==> config.mk <==
export PLATFORM = sky130hd
export DESIGN_NAME = instruction_fetch
export DESIGN_NICKNAME = d
export VERILOG_FILES = /design/src/rtl/instruction_fetch_pkg.sv /design/src/rtl/instruction_fetch_queue.sv /design/src/rtl/instruction_fetch.sv
export SDC_FILE = /design/constraint.sdc
export NUM_CORES = 1
export LEC_CHECK = 0
export CORE_MARGIN = 2
export CORE_UTILIZATION = 64
export DETAILED_ROUTE_END_ITERATION = 16
export DONT_BUFFER_PORTS = 1
export PLACE_DENSITY = 0.91
export SETUP_SLACK_MARGIN = 0.4
export SLEW_MARGIN = 20
export SYNTH_ARGS = -nofsm -noshare
export SYNTH_HDL_FRONTEND = slang
export SYNTH_SLANG_ARGS = --single-unit
==> constraint.sdc <==
create_clock -name i_clk -period 2.11 [get_ports i_clk]
set_input_delay 0.3165 -clock i_clk [delete_from_list [all_inputs] [get_ports i_clk]]
set_output_delay 0.3165 -clock i_clk [all_outputs]
set_load 0.01 [all_outputs]
==> src/rtl/instruction_fetch_pkg.sv <==
// Shared widths, FSM encodings and fetch-queue payload for the instruction fetch stage.
// Build option FETCH_MISALIGN_EXC_EN adds a misaligned flag to every queue entry.
`ifndef INSTRUCTION_FETCH_DEFS_SVH
`define INSTRUCTION_FETCH_DEFS_SVH
`define XLEN             32
`define INSTRUCTION_SIZE 31
`define NOP_INSTR        32'h0000_0013
`define FETCH_ST_IDLE    2'd0
`define FETCH_ST_REQ     2'd1
`define FETCH_ST_DROP    2'd2
`define FETCH_ST_HALT    2'd3
`endif

package instruction_fetch_pkg;
    localparam int unsigned XLEN = `XLEN;
    localparam int unsigned ILEN = `INSTRUCTION_SIZE + 1;

    typedef enum logic [1:0] {
        ST_IDLE = `FETCH_ST_IDLE,
        ST_REQ  = `FETCH_ST_REQ,
        ST_DROP = `FETCH_ST_DROP,
        ST_HALT = `FETCH_ST_HALT
    } fetch_state_t;

    typedef struct packed {
        logic [XLEN-1:0] pc;
        logic [ILEN-1:0] instr;
`ifdef FETCH_MISALIGN_EXC_EN
        logic            misaligned;
`endif
    } fetch_entry_t;

    // Queue entry reported in place of a fetch from a misaligned target.
    function automatic fetch_entry_t nop_entry(input logic [XLEN-1:0] pc);
        fetch_entry_t e;
        e       = '0;
        e.pc    = pc;
        e.instr = ILEN'(`NOP_INSTR);
`ifdef FETCH_MISALIGN_EXC_EN
        e.misaligned = 1'b1;
`endif
        return e;
    endfunction
endpackage

==> src/rtl/instruction_fetch_queue.sv <==
// Power-of-two circular FIFO with flush; a flush may be combined with a push of the first new entry.
module fetch_queue #(
    parameter int unsigned W     = 8,
    parameter int unsigned DEPTH = 2
) (
    input  logic                   i_clk,
    input  logic                   i_rstn,
    input  logic                   i_push,
    input  logic [W-1:0]           i_data,
    input  logic                   i_pop,
    input  logic                   i_flush,
    output logic [W-1:0]           o_data,
    output logic                   o_empty,
    output logic [$clog2(DEPTH):0] o_count
);
    localparam int unsigned PW = $clog2(DEPTH);
    localparam int unsigned CW = PW + 1;

    logic [W-1:0]  mem_q [DEPTH];
    logic [W-1:0]  mem_d [DEPTH];
    logic [PW-1:0] rptr_q, rptr_d, wptr_q, wptr_d;
    logic [CW-1:0] cnt_q, cnt_d;

    always_comb begin
        mem_d  = mem_q;
        rptr_d = rptr_q;
        wptr_d = wptr_q;
        cnt_d  = cnt_q;
        if (i_flush) begin
            rptr_d = '0;
            wptr_d = i_push ? PW'(1) : '0;
            cnt_d  = i_push ? CW'(1) : '0;
            if (i_push) mem_d[0] = i_data;
        end else begin
            if (i_push) begin
                mem_d[wptr_q] = i_data;
                wptr_d        = wptr_q + PW'(1);
            end
            if (i_pop) rptr_d = rptr_q + PW'(1);
            cnt_d = cnt_q + CW'(i_push) - CW'(i_pop);
        end
    end

    always_ff @(posedge i_clk or negedge i_rstn) begin
        if (!i_rstn) begin
            for (int i = 0; i < int'(DEPTH); i++) mem_q[i] <= '0;
            rptr_q <= '0;
            wptr_q <= '0;
            cnt_q  <= '0;
        end else begin
            mem_q  <= mem_d;
            rptr_q <= rptr_d;
            wptr_q <= wptr_d;
            cnt_q  <= cnt_d;
        end
    end

    assign o_data  = mem_q[rptr_q];
    assign o_empty = (cnt_q == '0);
    assign o_count = cnt_q;
endmodule

==> src/rtl/instruction_fetch.sv <==
// PC generation and fetch FSM feeding a small fetch queue drained by decode.
// Build option FETCH_MISALIGN_EXC_EN reports misaligned redirect targets via o_Misaligned.
module instruction_fetch import instruction_fetch_pkg::*; #(
    parameter logic [XLEN-1:0] RESET_VECTOR = 32'h0000_0000,
    parameter int unsigned     QDEPTH       = 2
) (
    input  logic            i_clk,
    input  logic            i_rstn,
    output logic [XLEN-1:0] o_IAddr,
    output logic            o_IReq,
    input  logic            i_IAck,
    input  logic [ILEN-1:0] i_IData,
    input  logic            i_Redirect,
    input  logic [XLEN-1:0] i_RedirectPC,
    output logic            o_Valid,
    input  logic            i_Ready,
    output logic [ILEN-1:0] o_Instr,
`ifdef FETCH_MISALIGN_EXC_EN
    output logic            o_Misaligned,
`endif
    output logic [XLEN-1:0] o_PC
);
    localparam int unsigned CW = $clog2(QDEPTH) + 1;

    fetch_state_t    state_q, state_d;
    logic [XLEN-1:0] pc_q, pc_d, tgt_q, tgt_d;
    logic            req_q, req_d;
    logic            push, pop, flush, q_empty;
    logic [CW-1:0]   q_count;
    fetch_entry_t    push_entry, q_head;
    logic [XLEN-1:0] redir_pc;
    logic            redir_mis, tgt_mis;

`ifdef FETCH_MISALIGN_EXC_EN
    assign redir_pc  = i_RedirectPC;
    assign redir_mis = |i_RedirectPC[1:0];
    assign tgt_mis   = |tgt_q[1:0];
`else
    assign redir_pc  = i_RedirectPC & ~XLEN'(3);
    assign redir_mis = 1'b0;
    assign tgt_mis   = 1'b0;
`endif

    // Next-state logic; a redirect overrides every other event in its cycle.
    always_comb begin
        state_d    = state_q;
        pc_d       = pc_q;
        tgt_d      = tgt_q;
        req_d      = req_q;
        flush      = 1'b0;
        push       = 1'b0;
        pop        = o_Valid && i_Ready;
        push_entry = '0;
        push_entry.pc    = pc_q;
        push_entry.instr = i_IData;
        if (i_Redirect) begin
            flush = 1'b1;
            pop   = 1'b0;
            if (req_q && !i_IAck) begin
                state_d = ST_DROP;
                tgt_d   = redir_pc;
            end else if (redir_mis) begin
                push       = 1'b1;
                push_entry = nop_entry(redir_pc);
                state_d    = ST_HALT;
                pc_d       = redir_pc;
                req_d      = 1'b0;
            end else begin
                state_d = ST_REQ;
                pc_d    = redir_pc;
                req_d   = 1'b1;
            end
        end else begin
            unique case (state_q)
                ST_IDLE: begin
                    state_d = ST_REQ;
                    req_d   = 1'b1;
                end
                ST_REQ: begin
                    push = req_q && i_IAck;
                    if (push) pc_d = pc_q + XLEN'(4);
                    // An unacknowledged request already owns a slot and stays up.
                    if (!req_q || i_IAck)
                        req_d = (q_count + CW'(push) - CW'(pop)) < CW'(QDEPTH);
                end
                ST_DROP: begin
                    if (i_IAck) begin
                        pc_d = tgt_q;
                        if (tgt_mis) begin
                            push       = 1'b1;
                            push_entry = nop_entry(tgt_q);
                            state_d    = ST_HALT;
                            req_d      = 1'b0;
                        end else begin
                            state_d = ST_REQ;
                            req_d   = 1'b1;
                        end
                    end
                end
                ST_HALT: begin
                    req_d = 1'b0;
                end
                default: begin
                    state_d = ST_IDLE;
                end
            endcase
        end
    end

    always_ff @(posedge i_clk or negedge i_rstn) begin
        if (!i_rstn) begin
            state_q <= ST_IDLE;
            pc_q    <= RESET_VECTOR;
            tgt_q   <= RESET_VECTOR;
            req_q   <= 1'b0;
        end else begin
            state_q <= state_d;
            pc_q    <= pc_d;
            tgt_q   <= tgt_d;
            req_q   <= req_d;
        end
    end

    fetch_queue #(
        .W     ($bits(fetch_entry_t)),
        .DEPTH (QDEPTH)
    ) u_queue (
        .i_clk   (i_clk),
        .i_rstn  (i_rstn),
        .i_push  (push),
        .i_data  (push_entry),
        .i_pop   (pop),
        .i_flush (flush),
        .o_data  (q_head),
        .o_empty (q_empty),
        .o_count (q_count)
    );

    assign o_IAddr = pc_q;
    assign o_IReq  = req_q;
    assign o_Valid = !q_empty;
    assign o_Instr = q_head.instr;
    assign o_PC    = q_head.pc;
`ifdef FETCH_MISALIGN_EXC_EN
    assign o_Misaligned = q_head.misaligned;
`endif
endmodule
==> results of run 1 <==
## power by group
group / total [mW] / internal (mW) / switching (mW)
clock: 3.29 / 1.80 / 1.49
sequential: 6.18 / 5.09 / 1.09
combinational: 5.02 / 2.70 / 2.31
total: 14.5 / 9.60 / 4.89
## critical path, stage by stage, from the launching register on
cell       delay (ns)
dfrtp_4          0.56
buf_12           0.17
clkbuf_16        0.17
mux2_4           0.33
## registers in the layout (all words and copies together) (netlist names)
| signal | cells |
|---|---|
| o_IAddr | 30 |
| tgt_q | 30 |
| u_queue.mem_q | 125 |
| o_IReq | 1 |
| u_queue.o_count | 2 |
| u_queue.wptr_q | 1 |
| u_queue.rptr_q | 1 |
| state_q | 2 |
## cells in the final DEF (no fill, tap or decap), types with 18 or more instances in the layout
cell and instances:
a21oi_1 22, buf_12 18, buf_4 54, buf_6 19, clkbuf_16 26, dfrtp_1 183
mux2_2 167, mux2_4 46, nand2_1 35, nor2_1 32, o21ai_0 23
## cell type report
type / count / share of cell area, %
clock inverters: 13 / 1.26
inverters: 10 / 0.336
flip-flops and latches: 192 / 40.4
repair buffers: 110 / 12.1
clock buffers: 19 / 3.72
diodes: 2 / 0.0420
multi-input cells: 510 / 40.2
well taps: 184 / 1.93
## worst max path at each step
stage	cells past startpoint	to	startpoint
3_3_place_gp	7	u_queue.mem_q[38]	state_q[0]
5_1_grt	9	o_IAddr[31]	state_q[1]
3_5_place_dp	7	u_queue.mem_q[38]	state_q[0]
2_1_floorplan	6	u_queue.mem_q[64]	state_q[0]
6_report	3	o_Instr[22]	u_queue.rptr_q
4_1_cts	2	o_Instr[20]	u_queue.rptr_q
## logic make-up after synthesis
family	after synthesis	synth area share [%]
buffers and inverters	62	4.28
adders and majority gates	3	0.401
DFF	192	51.3
other	1	0.0400
AOI/OAI and AO/OA	124	8.26
xor gates and xnor gates	12	1.12
muxes	218	26.2
and+or+nand+nor	151	8.42
## layer usage
layer | vias to the layer above | share of wire, % | wire length, um | track usage (%)
li1 | 2932 | - | - | -
met1 | 3590 | 34 | 10200 | 39.0
met2 | 591 | 50 | 14700 | 55.8
met3 | 201 | 9.7 | 2880 | 10.9
met4 | 0 | 6.3 | 1890 | 17.4
met5 | - | 0 | 0 | 0
## what timing repair did
action,CTS,global route
setup endpoints to repair,210,221
pin swaps,28,22
gates cloned,9,10
endpoints found under the hold margin,197,192
buffers inserted,31,17
resized for setup,73,126
==> flow_metrics.py, run 1 <==
metrics = {
    "clock_tree": {
        "cts_tree": "built",
        "clkTransAtPathRegs_ns": 0.08,
        "cts_sinks": 192,
        "clk_path_buf_depth": 2,
        "ctsHoldBuffers": 1,
        "clock-root-buffer": "clkbuf_16",
        "htree_levels": 4,
        "clock_latency_ns": 0.44,
        "cts_buffers": 17,
    },
    "synth": {
        "yosys.area.top_type": "dfrtp_1",
        "synth_top_area_share_pct": 51.3,
        "synthArstFlopShare_pct": 100,
        "ys_seq_elements": 192,
        "synth.distinct_cells": 65,
        "syn_avg_cell_area_um2": 12.3,
        "syn-cell-area_um2": 9370,
        "syn_inst": 763,
        "yosysSeqAreaShare_pct": 51.3,
        "synth_edf_count": 0,
        "synth_area_leaders": "dfrtp_1 (51%), mux2_2 (25%), o21ai_0 (2.2%)",
        "synth_ff_type": "dfrtp_1",
        "synth.most_common_cell": "mux2_2",
        "ys_warn_count": 0,
        "synth_common_cells": "mux2_2 (211), dfrtp_1 (192), o21ai_0 (42)",
    },
    "floorplanning": {
        "die_w_um": 125,
        "die-area_um2": 15600,
        "initial_core_util_pct": 64.9,
        "core-area_um2": 14400,
        "io-pin-count": 167,
        "rows": 44,
        "die_h_um": 125,
    },
    "setup_path": {
        "crit_fanout": 8,
        "reg2reg_slack_ns": 0.13,
        "start_kind": "register",
        "cp_data_arrival_time_ns": 1.67,
        "reg2reg_depth": 9,
        "path_class": "register to primary output",
        "r2r-end": "o_IAddr[12]",
        "timing.rr.start": "state_q[0]",
        "end_kind": "primary output",
        "cp.required_ns": 1.79,
    },
    "power": {
        "p_total_mw": 14.5,
        "p_leak_nw": 5.17,
        "power_density_nw_per_um2": 1220,
        "ir_drop_mv": 0.856,
    },
    "grt": {
        "track_usage_pct": 33.5,
        "grt_max_degree": 193,
        "antenna_found_initial": 1,
        "grt-ovfl-total": 0,
        "grt_pass1_wl_um": 40900,
        "grt_pass1_vias": 7404,
    },
    "layout": {
        "fillers": 649,
        "area_growth_pct": 27.2,
        "utilization_pct": 82.6,
        "seq_area_um2": 4820,
        "multi_input_area_um2": 4780,
        "fin_area_um2": 11900,
        "instances_no_fill": 1040,
        "nets": 913,
        "drive_gt1_share_pct": 51.9,
    },
    "placement": {
        "hpwl_um": 14700,
        "dpl_worst_slack_ns": 0.00269,
        "post-place-cells": 938,
        "gp_congestion": 0.901,
        "placed_area_um2": 9710,
        "port_buffers": 0,
    },
    "sta": {
        "rsz0062_at_grt": "yes",
        "finalHoldViolCount": 192,
        "max_freq_mhz": 503,
        "tns_ns": 0,
        "setup_viol": 0,
        "drv_slew": 0,
        "hold_ws_ns": -0.419,
        "clock_skew_ns": 0.0221,
        "fin_crit_ns": 1.99,
        "finalCritPeriodShare_pct": 94.2,
        "layout_setup_ws_ns": 0.123,
    },
    "flow_run": {
        "maxCapViolations": 0,
    },
    "routing": {
        "via_per_inst": 7.03,
        "ant_nets": 0,
        "firstDrtPassIters": 7,
        "wl_per_cell_um": 28.6,
        "routed_wirelength_um": 29700,
        "drcViolationCount": 0,
        "drtIter0Drc": 1152,
        "vias": 7314,
    },
    "worst_hold_path": {
        "hold_path.class": "primary input to asynchronous set/reset pin",
    },
    "outcome": {
        "violations": "negative hold slack",
        "status": "finished, violations left",
    },
}
Note: power is estimated with default switching activity, not from simulation.
==> run 2: changes to the inputs <==
CORE_UTILIZATION = 58   (was 64)
PLACE_DENSITY = 0.87   (was 0.91)
clock period = 1.82 ns   (was 2.11 ns; I/O delays follow)
==> flow_metrics.py, run 2 (synthesis results as in run 1) <==
metrics = {
    "outcome": {
        "status": "finished, violations left",
        "violations": "negative hold slack, negative setup slack",
    },
    "routing": {
        "drcViolationCount": 0,
        "via_per_inst": 6.61,
        "wl_per_cell_um": 27.3,
        "drtIter0Drc": 847,
        "ant_nets": 0,
        "routed_wirelength_um": 31900,
        "firstDrtPassIters": 6,
        "vias": 7723,
    },
    "floorplanning": {
        "initial_core_util_pct": 59.2,
        "die-area_um2": 17200,
        "rows": 46,
        "die_w_um": 131,
        "die_h_um": 131,
        "core-area_um2": 15800,
        "io-pin-count": 167,
    },
    "clock_tree": {
        "cts_buffers": 17,
        "cts_tree": "built",
        "htree_levels": 4,
        "clock-root-buffer": "clkbuf_16",
        "clkTransAtPathRegs_ns": 0.07,
        "cts_sinks": 192,
        "clk_path_buf_depth": 2,
        "clock_latency_ns": 0.43,
    },
    "layout": {
        "mostFrequentLayoutCell": "dfrtp_1",
        "area_growth_pct": 37.6,
        "instances_no_fill": 1168,
        "largest_reg_flops": 125,
        "drive_gt1_share_pct": 50.3,
        "fin_area_um2": 12900,
        "largest-register": "u_queue.mem_q",
        "antenna_cells": 0,
        "nets": 1011,
        "mostFrequentLayoutCells": "dfrtp_1 (182), mux2_2 (147), buf_4 (82)",
    },
    "setup_path": {
        "path_cells": "nand3b_1 > buf_4 > o211a_4 > nor4b_4 > nand3_1 > a32o_1",
        "start_kind": "register",
        "end_kind": "register",
        "cp.required_ns": 2.13,
        "path_class": "register to register",
        "crit_fanout": 4,
        "max_stage_delay_ns": 0.41,
        "cp_data_arrival_time_ns": 2.38,
        "slowest_stage": "dfrtp_1",
    },
    "power": {
        "power_frac_comb_pct": 37.0,
        "power_density_nw_per_um2": 1330,
        "clockPowerShare_pct": 21.4,
        "p_leak_nw": 5.61,
        "power.share.switching_pct": 33.1,
        "p_sw_mw": 5.69,
        "ir_drop_mv": 0.951,
        "p_int_mw": 11.5,
        "seqPwrFrac_pct": 41.6,
    },
    "placement": {
        "placed_area_um2": 9980,
        "hpwl_um": 15200,
        "gp_congestion": 0.890,
        "post-place-cells": 998,
        "port_buffers": 0,
    },
    "sta": {
        "clock_skew_ns": 0.0116,
        "fin_crit_ns": 2.07,
        "finalCritPeriodShare_pct": 114,
        "max_freq_mhz": 483,
        "hold_ws_ns": -0.465,
        "rsz0062_at_grt": "yes",
        "setup_viol": 202,
        "drv_slew": 0,
        "layout_setup_ws_ns": -0.250,
        "finalHoldViolCount": 192,
    },
    "grt": {
        "grt-ovfl-total": 0,
        "grt_pass1_vias": 7101,
        "track_usage_pct": 28.7,
        "grt_max_degree": 193,
        "antenna_found_initial": 0,
        "grt_pass1_wl_um": 37700,
    },
    "flow_run": {
        "maxCapViolations": 0,
    },
    "worst_hold_path": {
        "hold_path.class": "primary input to asynchronous set/reset pin",
    },
}
==> run 2: stage by stage <==
step	worst slack (ns)	hold WS (ns)	power, mW	utilization [%]	TNS [ns]
floorplan	-0.0327	-0.0226	10.3	-	-1.63
global placement	-0.0227	-0.0174	11.2	63.1	-0.0227
detailed placement	-0.0905	-0.0173	11.6	63.1	-6.18
CTS	-0.0794	-0.469	15.7	73.0	-6.02
global route	-0.262	-0.490	17.8	81.4	-28.30
finish	-0.250	-0.465	17.2	81.4	-20.58
==> run 2: worst max-delay path: cells and delay by family (launching register included) <==
| kind | cells | cell delay (ns) |
|---|---|---|
| compound gates | 2 | 0.48 |
| buf+inv | 1 | 0.20 |
| flops | 1 | 0.41 |
| simple gates | 3 | 0.85 |
==> run 2: worst paths after layout <==
| path | start | endpoint | slack (ns) | cells after the start |
|---|---|---|---|---|
| min in group i_clk | i_RedirectPC[31] | tgt_q[31] | 0.01 | 2 |
| max in group asynchronous | i_rstn | o_IAddr[18] | 2.07 | 0 |
| min reg2reg | u_queue.mem_q[62] | u_queue.mem_q[62] | 0.51 | 1 |
| max reg2reg | state_q[0] | o_IAddr[31] | -0.25 | 6 |
| min | i_rstn | u_queue.mem_q[10] | -0.47 | 0 |
| max | state_q[0] | o_IAddr[31] | -0.25 | 6 |
==> run 2: repair_timing <==
action                                  in CTS  in global routing
hold endpoints to repair                   288                194
endpoints found under the setup margin     244                255
gates resized for setup                     50                158
hold buffers                                63                  2
cloned                                       3                 17
pin swaps                                    1                 27
buffers inserted                             7                 46
==> run 2: cell type report <==
type                            count  area [um^2]
Multi-Input combinational cell    510         4840
Sequential cell                   192         4820
Fill cell                         771         2950
Timing Repair Buffer              208         2330
Clock buffer                       25          505
Tap cell                          216          270
Clock inverter                      7         77.6
Inverter                           10         37.5
==> run 2: routing by layer <==
| metal | track usage, % | wire, um | up-vias |
|---|---|---|---|
| met5 | 0 | 0 | - |
| met2 | 47.7 | 15200 | 599 |
| li1 | - | - | 3117 |
| met4 | 10.6 | 2180 | 0 |
| met3 | 8.36 | 3220 | 196 |
| met1 | 35.8 | 11300 | 3811 |
==> run 2: power by group through the flow <==
stage	Sequential, mW	Combinational (mW)	Clock [mW]
2_1_floorplan	6.77	3.48	0
3_3_place_gp	6.77	4.43	0
3_5_place_dp	6.95	4.62	0
4_1_cts	6.89	5.17	3.69
5_1_grt	7.28	6.68	3.88
6_report	7.14	6.36	3.67
